==> src/rtl/esp32_boot_sequencer.sv <==
// Purpose: drives the nDTR/nRTS pattern that resets the ESP32 into run mode or into its serial bootloader.
// Latency: every output is registered. Host lines pass through in 1 cycle, and a sequence starts 1 cycle after start.
// Backpressure: there is none. A start that arrives while busy is dropped, not queued.
module esp32_boot_sequencer #(
    parameter int C_reset_time = 2500000,
    parameter int C_boot_time  = 1250000
) (
    input  logic i_clk_25mhz,
    input  logic i_reset,
    input  logic i_start,
    input  logic i_mode,
    input  logic i_host_ndtr,
    input  logic i_host_nrts,
    output logic o_prog_ndtr,
    output logic o_prog_nrts,
    output logic o_busy,
    output logic o_done
);

    localparam int C_max = (C_reset_time > C_boot_time) ? C_reset_time : C_boot_time;
    localparam int C_cw  = $clog2(C_max + 1);

    // Terminal counts for each phase. The counter runs from 0 up to the terminal value inclusive.
    localparam logic [C_cw-1:0] C_rst_last  = C_cw'(C_reset_time - 1);
    localparam logic [C_cw-1:0] C_boot_last = C_cw'(C_boot_time - 1);

    // Line patterns, written as {ndtr,nrts}.
    localparam logic [1:0] C_lines_en_low  = 2'b10;
    localparam logic [1:0] C_lines_io0_low = 2'b01;
    localparam logic [1:0] C_lines_release = 2'b11;

    typedef enum logic [1:0] {
        S_IDLE,
        S_RESET,
        S_BOOT,
        S_FINISH
    } state_t;

    state_t            r_state;
    state_t            w_state_nxt;
    logic [C_cw-1:0]   r_cnt;
    logic [C_cw-1:0]   w_cnt_nxt;
    logic              r_mode;
    logic              w_mode_nxt;
    logic [1:0]        r_lines;
    logic [1:0]        w_lines_nxt;
    logic              r_busy;
    logic              w_busy_nxt;
    logic              r_done;
    logic              w_done_nxt;

    // State, counter and output registers. Reset aborts any sequence in progress and releases both lines.
    always_ff @(posedge i_clk_25mhz) begin
        if (i_reset) begin
            r_state <= S_IDLE;
            r_cnt   <= '0;
            r_mode  <= 1'b0;
            r_lines <= C_lines_release;
            r_busy  <= 1'b0;
            r_done  <= 1'b0;
        end else begin
            r_state <= w_state_nxt;
            r_cnt   <= w_cnt_nxt;
            r_mode  <= w_mode_nxt;
            r_lines <= w_lines_nxt;
            r_busy  <= w_busy_nxt;
            r_done  <= w_done_nxt;
        end
    end

    // Next-state logic. Output values are computed for the state being entered, so each output is one register deep.
    always_comb begin
        w_state_nxt = r_state;
        w_cnt_nxt   = r_cnt + C_cw'(1);
        w_mode_nxt  = r_mode;
        w_lines_nxt = C_lines_release;
        w_busy_nxt  = 1'b1;
        w_done_nxt  = 1'b0;
        case (r_state)
            S_IDLE: begin
                w_cnt_nxt   = '0;
                w_busy_nxt  = 1'b0;
                w_lines_nxt = {i_host_ndtr, i_host_nrts};
                if (i_start) begin
                    w_state_nxt = S_RESET;
                    w_mode_nxt  = i_mode;
                    w_lines_nxt = C_lines_en_low;
                    w_busy_nxt  = 1'b1;
                end
            end
            S_RESET: begin
                w_lines_nxt = C_lines_en_low;
                if (r_cnt == C_rst_last) begin
                    w_cnt_nxt = '0;
                    if (r_mode) begin
                        // Both bits flip on the same edge, so the decoder never sees 00 or 11.
                        w_state_nxt = S_BOOT;
                        w_lines_nxt = C_lines_io0_low;
                    end else begin
                        w_state_nxt = S_FINISH;
                        w_lines_nxt = C_lines_release;
                        w_done_nxt  = 1'b1;
                    end
                end
            end
            S_BOOT: begin
                w_lines_nxt = C_lines_io0_low;
                if (r_cnt == C_boot_last) begin
                    w_cnt_nxt   = '0;
                    w_state_nxt = S_FINISH;
                    w_lines_nxt = C_lines_release;
                    w_done_nxt  = 1'b1;
                end
            end
            S_FINISH: begin
                // Control goes back to the host on the very next cycle. A start seen here is dropped.
                w_cnt_nxt   = '0;
                w_state_nxt = S_IDLE;
                w_busy_nxt  = 1'b0;
                w_lines_nxt = {i_host_ndtr, i_host_nrts};
            end
            default: begin
                w_cnt_nxt   = '0;
                w_state_nxt = S_IDLE;
                w_busy_nxt  = 1'b0;
            end
        endcase
    end

    assign o_prog_ndtr = r_lines[1];
    assign o_prog_nrts = r_lines[0];
    assign o_busy      = r_busy;
    assign o_done      = r_done;

endmodule

==> config.mk <==
export PLATFORM = sky130hd
export DESIGN_NAME = esp32_boot_sequencer
export DESIGN_NICKNAME = d
export VERILOG_FILES = /design/src/rtl/esp32_boot_sequencer.sv
export SDC_FILE = /design/constraint.sdc
export NUM_CORES = 1
export LEC_CHECK = 0
export BUFFER_PORTS_ARGS = -buffer_cell sky130_fd_sc_hd__buf_2
export CAP_MARGIN = 0
export CORE_MARGIN = 2
export CORE_UTILIZATION = 40
export DETAILED_ROUTE_END_ITERATION = 12
export PLACE_DENSITY = 0.56
export SETUP_SLACK_MARGIN = 0.15
export SYNTH_ARGS = -nofsm -noshare
export SYNTH_HDL_FRONTEND = slang
export SYNTH_SLANG_ARGS = --single-unit
==> constraint.sdc <==
create_clock -name i_clk_25mhz -period 1.72 [get_ports i_clk_25mhz]
set_input_delay 0.258 -clock i_clk_25mhz [delete_from_list [all_inputs] [get_ports i_clk_25mhz]]
set_output_delay 0.258 -clock i_clk_25mhz [all_outputs]
set_load 0.02 [all_outputs]
After elaboration in Yosys (flattened, before gate mapping) --
Index checks and enable logic that the tools add are counted.
Storage, ports and cells: input port bits 6, register bits after elaboration 29, word-level logic and storage cells 38, output and inout port bits 4
Operators by class: equal/unequal tests 8, $add $sub $neg 1, mux-type cells 19, reductions and logical operators 4
Operators by type and width (count):
- $pmux W22 S3 | 1
- $mux W22 | 2
- $add A22 B1 Y22 const B | 1
- $eq A22 B21 Y1 const B | 1
- $eq A22 B22 Y1 const B | 1
- $pmux W2 S4 | 2
- $mux W2 | 7
- $ne A2 B2 Y1 const B | 3
- $mux W1 | 5
- $eq A2 B2 Y1 const B | 2
- $pmux W1 S2 | 2
- $reduce_and A3 Y1 | 1
- $eq A2 B1 Y1 const B | 1
- $logic_not A2 Y1 | 1
- $reduce_and A2 Y1 | 1
- $reduce_or A2 Y1 | 1

Longest topological paths before layout --
depth in word-level cells 3, mapped depth 7, mapped depth without buffers 6

Least setup slack after synthesis --
OpenSTA, ideal clock, no wires.
path type register to register, from reg r_cnt[0], to reg r_cnt[12], cell stages (with the launch flop) 8, data arrival time 1630 ps, required time 1605 ps, setup slack -25 ps, setup time 115 ps, path through dfxtp_1 > ha_1 > nand2_1 > or2_1 > o41ai_4 > a21o_2 > buf_6 > nor2_1
On the way: cells in the longest elaborated chain, start to end 3, elaborated cells between the ends (all ways) 6, those cells by class add/sub (1); eq/ne (2); mux (3)
Ends and longest elaborated chain:
- start, declared | RTL line 41 | logic [C_cw-1:0] r_cnt;
- start signal, assigned | RTL line 63 | r_cnt <= w_cnt_nxt;
- $add A22 B1 Y22, or another cell as far along | RTL line 74 | w_cnt_nxt = r_cnt + C_cw'(1);
- $mux W22, on equally long branches | RTL line 108, 93
- $pmux W22 S3 (*) | RTL line 79 | case (r_state)
Mark *: on every way between the ends. The rest lies on a longest branch, timed or not. A chain may end at the register's enable or synchronous reset.

Worst setup path after layout --
from reg r_cnt[1], to reg r_state[0]
On the way: cells in the longest elaborated chain, start to end 3, elaborated cells between the ends (all ways) 5, those cells by class eq/ne (4); reduce/logical (1)
Ends and longest elaborated chain:
- $eq A22 B21 Y1 or $eq A22 B22 Y1 (tied branches) | RTL line 108, 93
- $ne A2 B2 Y1 (no source line)
- $reduce_and A3 Y1 (no source line) (*)
- end signal, assigned | RTL line 62 | r_state <= w_state_nxt;
- end, declared | RTL line 39 | state_t r_state;
Marked as above.

==> results.json <==
{
  "cts_tree": "yes",
  "drv_cap": 0,
  "intPower_uw": 1180,
  "root_buffer": "clkbuf_4",
  "crit_family": "compound AO/OA/AOI/OAI gates",
  "drtPass1Iterations": 4,
  "holdPathEnd": "r_lines[0]",
  "rsz0062_at_grt": "true",
  "synth_seq_area_share": 0.397,
  "reg2reg_from": "r_cnt[1]",
  "drive_gt1_frac": 0.342,
  "max_stage_delay_ns": 0.38,
  "h-tree-depth": 2,
  "maxSlewViolCount": 0,
  "syn-mean-instance-area_um2": 8.98,
  "crit_type": "flip-flop to flip-flop",
  "ios": 10,
  "tightest_slew_ns": 0.314,
  "clock_skew_ns": 0.00798,
  "synth_edf_count": 0,
  "n_antenna_cell": 0,
  "numCtsBuffers": 5,
  "grtUsageTotal": 0.165,
  "setup_viol": 0,
  "grt_pass1_wl_um": 5180,
  "post-route-period-util": 0.990,
  "grt_max_degree": 10,
  "clk_latency_ns": 0.33,
  "rows": 21,
  "die_y_um": 64.5,
  "place_area_mm2": 0.00170,
  "startpoint_type": "flip-flop",
  "ys.flop_type": "dfxtp_1",
  "min_period_ns": 1.70,
  "post_drt_wl_per_cell_um": 12.7,
  "netlist_area_mm2": 0.00146,
  "final_cell_mix": "26 x nor2_1, 22 x dfxtp_1, 22 x buf_4",
  "area_growth_pct": 28.5,
  "nFillCells": 323,
  "status": "complete, no violations",
  "via_per_inst": 4.93,
  "path_cells": "ha_4 -> nand2_4 -> or2_4 -> o41ai_4 -> buf_4 -> o211ai_4 -> a221oi_2",
  "clock_sinks": 29,
  "clk_pin_slew_worst_paths_ns": 0.09,
  "hold_class": "input pin to flip-flop",
  "cp_num_buf_inv": 1,
  "p_clk_frac": 0.219,
  "reg2reg_depth": 7,
  "fmax_mhz": 587,
  "gp_congestion": 0.820,
  "mostFrequentLayoutCell": "nor2_1",
  "ctsHoldBuffers": 0,
  "seqCellArea_um2": 592,
  "required_ns": 1.97,
  "drcViolationCount": 0,
  "antenna_found_initial": 0,
  "async_flop_share": 0,
  "die_x_um": 64.5,
  "fin_area_mm2": 0.00188,
  "drt_wl_total_um": 3150,
  "p_per_area_mw_per_mm2": 954,
  "initial_utilization": 0.429,
  "postRouteAntennaNets": 0,
  "synth-seq-cells": 29,
  "grt-ovfl-total": 0,
  "cp_max_fo": 3,
  "power.ir.vdd_worst_v": 0.000510,
  "min_path_cells": 3,
  "slew_headroom": 0.791,
  "core_mm2": 0.00342,
  "reg2reg_slack_ns": 0.02,
  "final_cells": 248,
  "syn_nets": 174,
  "grt_pass1_vias": 1141,
  "yosysUniqueCellTypes": 41,
  "comb_power_share": 0.348,
  "cp-end-kind": "flip-flop",
  "via_count": 1222,
  "place_hpwl_um": 2240,
  "crit_slowest_cell": "dfxtp_4",
  "drt_iter0_markers": 34,
  "clockBufferDepth": 2,
  "power_frac_seq": 0.433,
  "dp_cells": 235,
  "nets": 212,
  "switching_share": 0.343,
  "holdCritStartpoint": "i_host_nrts",
  "hold_viol": 0,
  "die-area_mm2": 0.00416,
  "switching_power_uw": 616,
  "yosys_warnings": 0,
  "cp.arrival_ns": 1.95,
  "p_leak_uw": 0.000680,
  "port-buffer-count": 9,
  "multi_input_area_um2": 906,
  "syn_inst": 163,
  "r2r_end": "r_state[0]"
}
## cell type report
cell class                      instances  area share
Multi-Input combinational cell        124       0.481
Timing Repair Buffer                   35       0.136
Inverter                                6      0.0120
Tap cell                               46      0.0306
Sequential cell                        29       0.314
Clock buffer                            8      0.0259
## cell usage after synthesis (2+ instances only)
cell	n	area [um^2]
nand2_1	16	60.1
nand4_1	4	25.0
nand3_1	9	45.0
a211oi_1	2	15.0
a21oi_1	3	15.0
dfxtp_1	29	581
buf_6	2	22.5
inv_1	6	22.5
xor2_1	13	114
ha_1	5	62.6
xnor2_1	7	61.3
nand2b_1	3	18.8
nor2_1	30	113
and3_1	3	18.8
nor4_1	2	12.5
nor3_1	4	20.0
## registers in the layout, summed over array words and instances (netlist names)
| signal | flops |
|---|---|
| r_cnt | 22 |
| r_lines | 2 |
| r_state | 2 |
| o_busy | 1 |
| o_done | 1 |
| r_mode | 1 |
## cells by family (layout without fill, tap and decap cells)
| family | Yosys count | in the layout | synth area share |
|---|---|---|---|
| and+or+nand+nor | 83 | 83 | 0.303 |
| DFF | 29 | 29 | 0.397 |
| xor gates and xnor gates | 20 | 20 | 0.120 |
| AOI/OAI and AO/OA | 15 | 15 | 0.0915 |
| buffers and inverters | 10 | 49 | 0.0393 |
| adders and majority gates | 5 | 5 | 0.0427 |
| muxes | 1 | 1 | 0.00684 |
## worst max-delay path by stage
stage | start | to | slack [ns] | cells after the start
final | r_cnt[1] | r_state[0] | 0.02 | 7
after global routing | r_cnt[5] | r_state[0] | -0.10 | 6
after CTS | r_cnt[1] | r_state[0] | -0.02 | 7
after detailed placement | r_cnt[20] | r_state[0] | -0.01 | 6
after global placement | r_cnt[20] | r_cnt[9] | 0.006 | 6
after floorplan | r_cnt[20] | r_cnt[18] | 0.04 | 6
## power by group through the flow
stage	clock (uW)	sequential, uW	combinational, uW
floorplan	0	813	381
global placement	0	783	540
detailed placement	0	785	546
CTS	404	776	622
global route	428	784	696
finish	394	777	625
## worst reg2reg max path: cells and delay by family (launching register included)
family	cells	cell delay, ns
AO/OA/AOI/OAI	3	0.63
adder cells (fa/ha/maj)	1	0.14
flip-flops	1	0.38
AND/OR/NAND/NOR	2	0.29
buffers and inverters	1	0.18
## through the flow
stage                     power (uW)  setup TNS [ns]   util  setup slack [ns]  hold WS (ns)
after global placement          1320               0  0.497           0.00552         0.475
after detailed placement        1330         -0.0100  0.497           -0.0100         0.498
final                           1800               0  0.551            0.0174         0.168
after floorplan                 1190               0      -            0.0422         0.405
after global routing            1910           -1.62  0.551            -0.102         0.171
after CTS                       1800         -0.0155  0.539           -0.0155         0.157
## what timing repair did
action                                  in CTS  in global routing
hold endpoints to repair                     0                  0
resized for setup                           16                 12
setup buffers                                4                  0
cloned                                       1                  0
endpoints found under the setup margin      27                 27
pin swaps                                   21                  6
## layer usage
metal  track usage  routed length, um  share of wire
met2         0.250               1490           0.47
met5             0                  0              0
met1         0.215               1480           0.47
met3        0.0538                117          0.037
met4        0.0718                 63          0.020
No activity file was read; power rests on OpenSTA's default activity.
